===== config.mk =====
export PLATFORM = sky130hd
export DESIGN_NAME = fake_netlist_bist_ctrl
export DESIGN_NICKNAME = d
export VERILOG_FILES = /design/src/rtl/fake_netlist_bist_ctrl.sv
export SDC_FILE = /design/constraint.sdc
export NUM_CORES = 1
export LEC_CHECK = 0
export ABC_AREA = 1
export BUFFER_PORTS_ARGS = -buffer_cell sky130_fd_sc_hd__buf_2
export CAP_MARGIN = 40
export CORE_MARGIN = 2
export CORE_UTILIZATION = 55
export CTS_CLUSTER_DIAMETER = 120
export DETAILED_ROUTE_END_ITERATION = 6
export GPL_TIMING_DRIVEN = 1
export PLACE_DENSITY = 0.86
export REMOVE_ABC_BUFFERS = 1
export SLEW_MARGIN = 20
export SYNTH_ARGS = -nofsm -noshare
export SYNTH_HDL_FRONTEND = slang
export SYNTH_SLANG_ARGS = --single-unit

===== constraint.sdc =====
create_clock -name clk -period 1.7 [get_ports clk]
set_input_delay 0.17 -clock clk [delete_from_list [all_inputs] [get_ports clk]]
set_output_delay 0.17 -clock clk [all_outputs]
set_load 0.005 [all_outputs]

===== src/rtl/fake_netlist_bist_ctrl.sv =====
// BIST harness around a combinational fake netlist: LFSR stimulus on 11 inputs,
// MISR signature and ones count on the single response bit.
module fake_netlist_bist_ctrl #(
  parameter int unsigned PAT_W     = 11,
  parameter int unsigned SIG_W     = 16,
  parameter logic [10:0] LFSR_SEED = 11'h001,
  parameter int unsigned SETTLE    = 0
) (
  input  logic             clk,
  input  logic             rst_n,
  input  logic             start,
  input  logic [15:0]      num_pat,
  output logic [PAT_W-1:0] pat_out,
  input  logic             resp_in,
  output logic             busy,
  output logic             done,
  output logic [SIG_W-1:0] signature,
  output logic [15:0]      ones_cnt
);

  typedef enum logic [1:0] {StIdle, StRun, StDrain, StDone} state_e;

  // An all-zero seed would lock the LFSR, so it is replaced by 1.
  localparam logic [PAT_W-1:0] Seed      = (LFSR_SEED == '0) ? PAT_W'(1) : PAT_W'(LFSR_SEED);
  localparam logic [SIG_W-1:0] Poly      = SIG_W'(16'h1021);
  localparam logic [1:0]       DrainInit = (SETTLE == 0) ? 2'd0 : 2'(SETTLE - 1);

  state_e           state_q, state_d;
  logic [PAT_W-1:0] lfsr_q, lfsr_nxt;
  logic [15:0]      cnt_q;
  logic [1:0]       dcnt_q;
  logic [SIG_W-1:0] sig_q, sig_nxt;
  logic [15:0]      ones_q;
  logic             accept, run, last, sample_en, fb;

  assign accept   = (state_q == StIdle) && start;
  assign run      = (state_q == StRun);
  assign last     = (cnt_q == 16'd1);
  assign lfsr_nxt = {lfsr_q[PAT_W-2:0], lfsr_q[PAT_W-1] ^ lfsr_q[PAT_W-3]};
  assign fb       = sig_q[SIG_W-1] ^ resp_in;
  assign sig_nxt  = {sig_q[SIG_W-2:0], 1'b0} ^ (fb ? Poly : '0);

  // Valid tokens trail the patterns by SETTLE cycles; SETTLE=0 samples in the RUN cycle itself.
  if (SETTLE == 0) begin : g_no_delay
    assign sample_en = run;
  end else begin : g_delay
    logic [SETTLE-1:0] vld_q;
    always_ff @(posedge clk) begin
      if (!rst_n || accept) begin
        vld_q <= '0;
      end else begin
        vld_q <= (vld_q << 1) | SETTLE'(run);
      end
    end
    assign sample_en = vld_q[SETTLE-1];
  end

  always_ff @(posedge clk) begin
    if (!rst_n) begin
      state_q <= StIdle;
    end else begin
      state_q <= state_d;
    end
  end

  always_comb begin
    state_d = state_q;
    unique case (state_q)
      StIdle:  if (start) state_d = (num_pat != 16'd0) ? StRun : StDone;
      StRun:   if (last) state_d = (SETTLE > 0) ? StDrain : StDone;
      StDrain: if (dcnt_q == 2'd0) state_d = StDone;
      StDone:  state_d = StIdle;
      default: state_d = StIdle;
    endcase
  end

  always_comb begin
    busy = (state_q == StRun) || (state_q == StDrain);
    done = (state_q == StDone);
  end

  always_ff @(posedge clk) begin
    if (!rst_n) begin
      lfsr_q <= Seed;
      cnt_q  <= '0;
      dcnt_q <= '0;
      sig_q  <= '0;
      ones_q <= '0;
    end else begin
      if (accept) begin
        lfsr_q <= Seed;
        cnt_q  <= num_pat;
        sig_q  <= '0;
        ones_q <= '0;
      end
      if (run && !last) begin
        lfsr_q <= lfsr_nxt;
        cnt_q  <= cnt_q - 16'd1;
      end
      if (run && last) begin
        dcnt_q <= DrainInit;
      end
      if ((state_q == StDrain) && (dcnt_q != 2'd0)) begin
        dcnt_q <= dcnt_q - 2'd1;
      end
      if (sample_en) begin
        sig_q <= sig_nxt;
        if (resp_in && (ones_q != 16'hFFFF)) begin
          ones_q <= ones_q + 16'd1;
        end
      end
    end
  end

  assign pat_out   = lfsr_q;
  assign signature = sig_q;
  assign ones_cnt  = ones_q;

endmodule


==> metrics.md <==
| Metric | Value |
|---|---|
| Status | finished clean |
| Initial antenna violation count | 0 |
| P_sw | 2530 uW |
| Gpl congestion | approximately 0.9 |
| Routed via count | about 3600 |
| Highest clock rate | 618 MHz |
| ANT nets after route | 0 |
| GR Layer Usage met3 | approximately 5.3% |
| Vias in the first global route | 3300 |
| CP Launch Type | register |
| Share of cells above drive strength 1 | 22.0% |
| Number of core rows | 28 |
| Die area | approximately 0.0069 mm^2 |
| Netlist Area Pre-Place | 0.00345 mm^2 |
| Vias/cell | roughly 5.2 |
| Clk slew on worst S/H paths | 0.07 ns |
| Arr. time, crit path | 1.84 ns |
| Port bufs | 64 |
| Tcrit/Tclk final | 95.2% |
| CP Capture Point | cnt_q[2]$_SDFFE_PN0P_ |
| Root Buffer | clkbuf_8 |
| Routed WL per cell | 12.5 um |
| Post-Syn Area per Cell | 6.48 um^2 |
| Sequential share of the synthesized area | 36.5% |
| Chip Height | 83.3 um |
| Starting DRT DRC Count | ~240 |
| Critical path fanouts, max | 14 |
| Grt met2 use | 41.0% |
| Clk_lat worst skew | 0.35 ns |
| Largest net degree at the start of global routing | 27 |
| Layout area overhead | 21.6% |
| Pre-CTS setup slack | -0.0374 ns |
| Clk sink count | 63 |
| DP Wirelength | 6.06 mm |
| Final count of hold timing violations | 0 |
| Reg2reg setup slack | 0.08 ns |
| Global route overflow | 0 |
| TritonCTS buffer count | 9 |
| Ant diodes | 0 |
| Total of max-cap violations | 0 |
| Cell Pwr Density | 1390 mW/mm^2 |
| Slew margin rel. | between 70 and 80% |
| Netlist cell types | 31 |
| CP delay by family, top | simple AND/OR/NAND/NOR gates |
| Logic pwr share | 47.1% |
| CP Launch Point | cnt_q[1]$_SDFFE_PN0P_ |
| Worst-Margin Slew | 0.435 ns |
| Static leakage | 0.00191 uW |
| Worst Setup End Kind | register |
| GRT Max-Usage Layer | met2 |
| Share of the synthesized area in the top cell type | 36.5% |
| Clock power frac | between 10% and 20% |
| Post-Route WL | about 8.6 mm |
| Residual DRC | 0 |
| Buf/Inv on CP | 2 |
| Slowest CP cell | dfxtp_1 |
| Gr usage total | 24.4% |
| Switching Fraction | 43.3% |
| Synth Instances | 533 |
| Int Pwr | 3310 uW |
| Reg2reg path depth | 10 |
| Final nets | 640 |
| Synth Register Bits | between 60 and 70 |
| Hold buffers post-CTS | 0 |
| IO Pins | 65 |
| Most frequent CP cell | o21ai_0 |
| Final setup fails | 0 |
| YS warnings | 0 |
| Commonest cells after routing, fill and taps aside | nand2_1, buf_2, nor2_1 |
| WP data required | 1.92 ns |
| Final max-slew violation count | 0 |
| Detailed Routing Iterations Pass 1 | 5 |
| Initial Utilization | a little under 60% |
| Critical path depth in cells | 10 |
| Seq pwr share | 33.4% |
| Top post-synthesis cells by area | dfxtp_1, nand2_1, a21oi_1, nor2_1, inv_1 |
| Clk buf depth | 2 |
| Worst r2r dst | cnt_q[2]$_SDFFE_PN0P_ |
| Post-layout min period | 1.62 ns |
| Die Wd | around 83 um |
| Worst r2r src | cnt_q[1]$_SDFFE_PN0P_ |
| Setup Skew | approximately 0.010 ns |
| CTS tree | done |
| Core Box Area | 0.00599 mm^2 |
| Hold WC Path Type | input pin to register |
| Tot Pwr | 5840 uW |
| Global routing usage on met1 | about 30% |
| CP peak stage delay | between 0.3 and 0.4 ns |
| First-pass GRT wire length | between 10 and 15 mm |
| Area leader, netlist | dfxtp_1 |
| Max VDD drop | 0.757 mV |
| Kind of critical path | register to register |
| CP cell instances | inv_1 > ha_1 > nand2_1 > nor2_4 > nand2_2 > nand2_4 > buf_6 > o21ai_0 > o21ai_0 > a21oi_1 |
| Most common cell after layout, fill and taps aside | nand2_1 |
| H-tree level count | 3 |
| Final WS setup | 0.0811 ns |
## worst min-delay path by stage
| stage | start | endpoint | slack [ns] | depth (start not counted) |
|---|---|---|---|---|
| finish | num_pat[4] | cnt_q[4]$_SDFFE_PN0P_ | 0.15 | 5 |
| global route | num_pat[5] | cnt_q[5]$_SDFFE_PN0P_ | 0.17 | 5 |
| CTS | num_pat[4] | cnt_q[4]$_SDFFE_PN0P_ | 0.15 | 5 |
| detailed placement | dcnt_q[0]$_SDFFE_PN0P_ | dcnt_q[0]$_SDFFE_PN0P_ | 0.45 | 1 |
| global placement | dcnt_q[0]$_SDFFE_PN0P_ | dcnt_q[0]$_SDFFE_PN0P_ | 0.44 | 1 |
| floorplan | rst_n | pat_out[0]$_SDFFE_PN1P_ | 0.24 | 1 |
## registers in the layout (all words and copies together) (netlist names)
signal and flops:
dcnt_q 2, signature 16, ones_cnt 16, state_q 2
pat_out 11, cnt_q 16
## worst register-to-register path, cell delays in order (launching register included)
cell,delay [ns]
dfxtp_1,0.32
inv_1,0.09
ha_1,0.15
nand2_1,0.08
nor2_4,0.16
nand2_2,0.10
nand2_4,0.13
buf_6,0.17
o21ai_0,0.12
o21ai_0,0.11
a21oi_1,0.08
## per-stage QoR
step | TNS, ns | util (%) | hold WS [ns] | std cells | area [um^2]
final | 0 | 70.1 | 0.151 | 690 | 4200
after global routing | -0.00463 | 70.1 | 0.174 | 690 | 4200
after CTS | -0.0133 | 68.5 | 0.154 | 686 | 4110
after detailed placement | -0.0374 | 65.7 | 0.453 | 671 | 3930
after global placement | 0 | 65.7 | 0.440 | 671 | 3930
after floorplan | -7.11 | - | 0.239 | 513 | 3350
## per-layer routing
layer	routed length, um	vias to the layer above
met5	0	-
met4	187	0
met3	511	20
met2	4120	116
met1	3810	1630
li1	-	1840
## synth_stat cells, drive strengths merged
cell type,n
nand3b,4
o22ai,1
a21oi,56
o21ai,32
nand3,30
nor2,72
nand2,167
xor2,6
clkinv,1
or2,3
ha,9
o21a,1
xnor2,3
clkbuf,8
o21bai,2
inv,51
nor3,8
nand4,4
buf,12
dfxtp,63
## power by group through the flow
stage	sequential [uW]	combinational, uW	clock [uW]
after CTS	1930	2620	1150
final	1950	2750	1140
after global placement	1950	2530	0
after global routing	1990	3050	1230
after detailed placement	1960	2600	0
after floorplan	1930	1810	0
## cells by family after synthesis
logic type	Yosys count	share of synthesized area (%)
buf+inv	72	8.66
xor+xnor	9	2.28
simple gates	288	35.3
compound gates	92	14.0
flops	63	36.5
fa+ha+maj	9	3.26
## timing repair
action	4_1_cts	5_1_grt
setup endpoints to repair	2	39
pin swaps	0	2
resized for setup	1	19
setup buffers	0	4
endpoints found under the hold margin	0	0
## final cells by class
type	count	area, um^2
clock buffers	11	141
clock inverters	4	22.5
fillers	501	1790
inverters	52	203
multi-input cells	398	1940
flip-flops and latches	63	1260
well taps	75	93.8
repair buffers	87	534
Power figures use the tool's default switching activity.
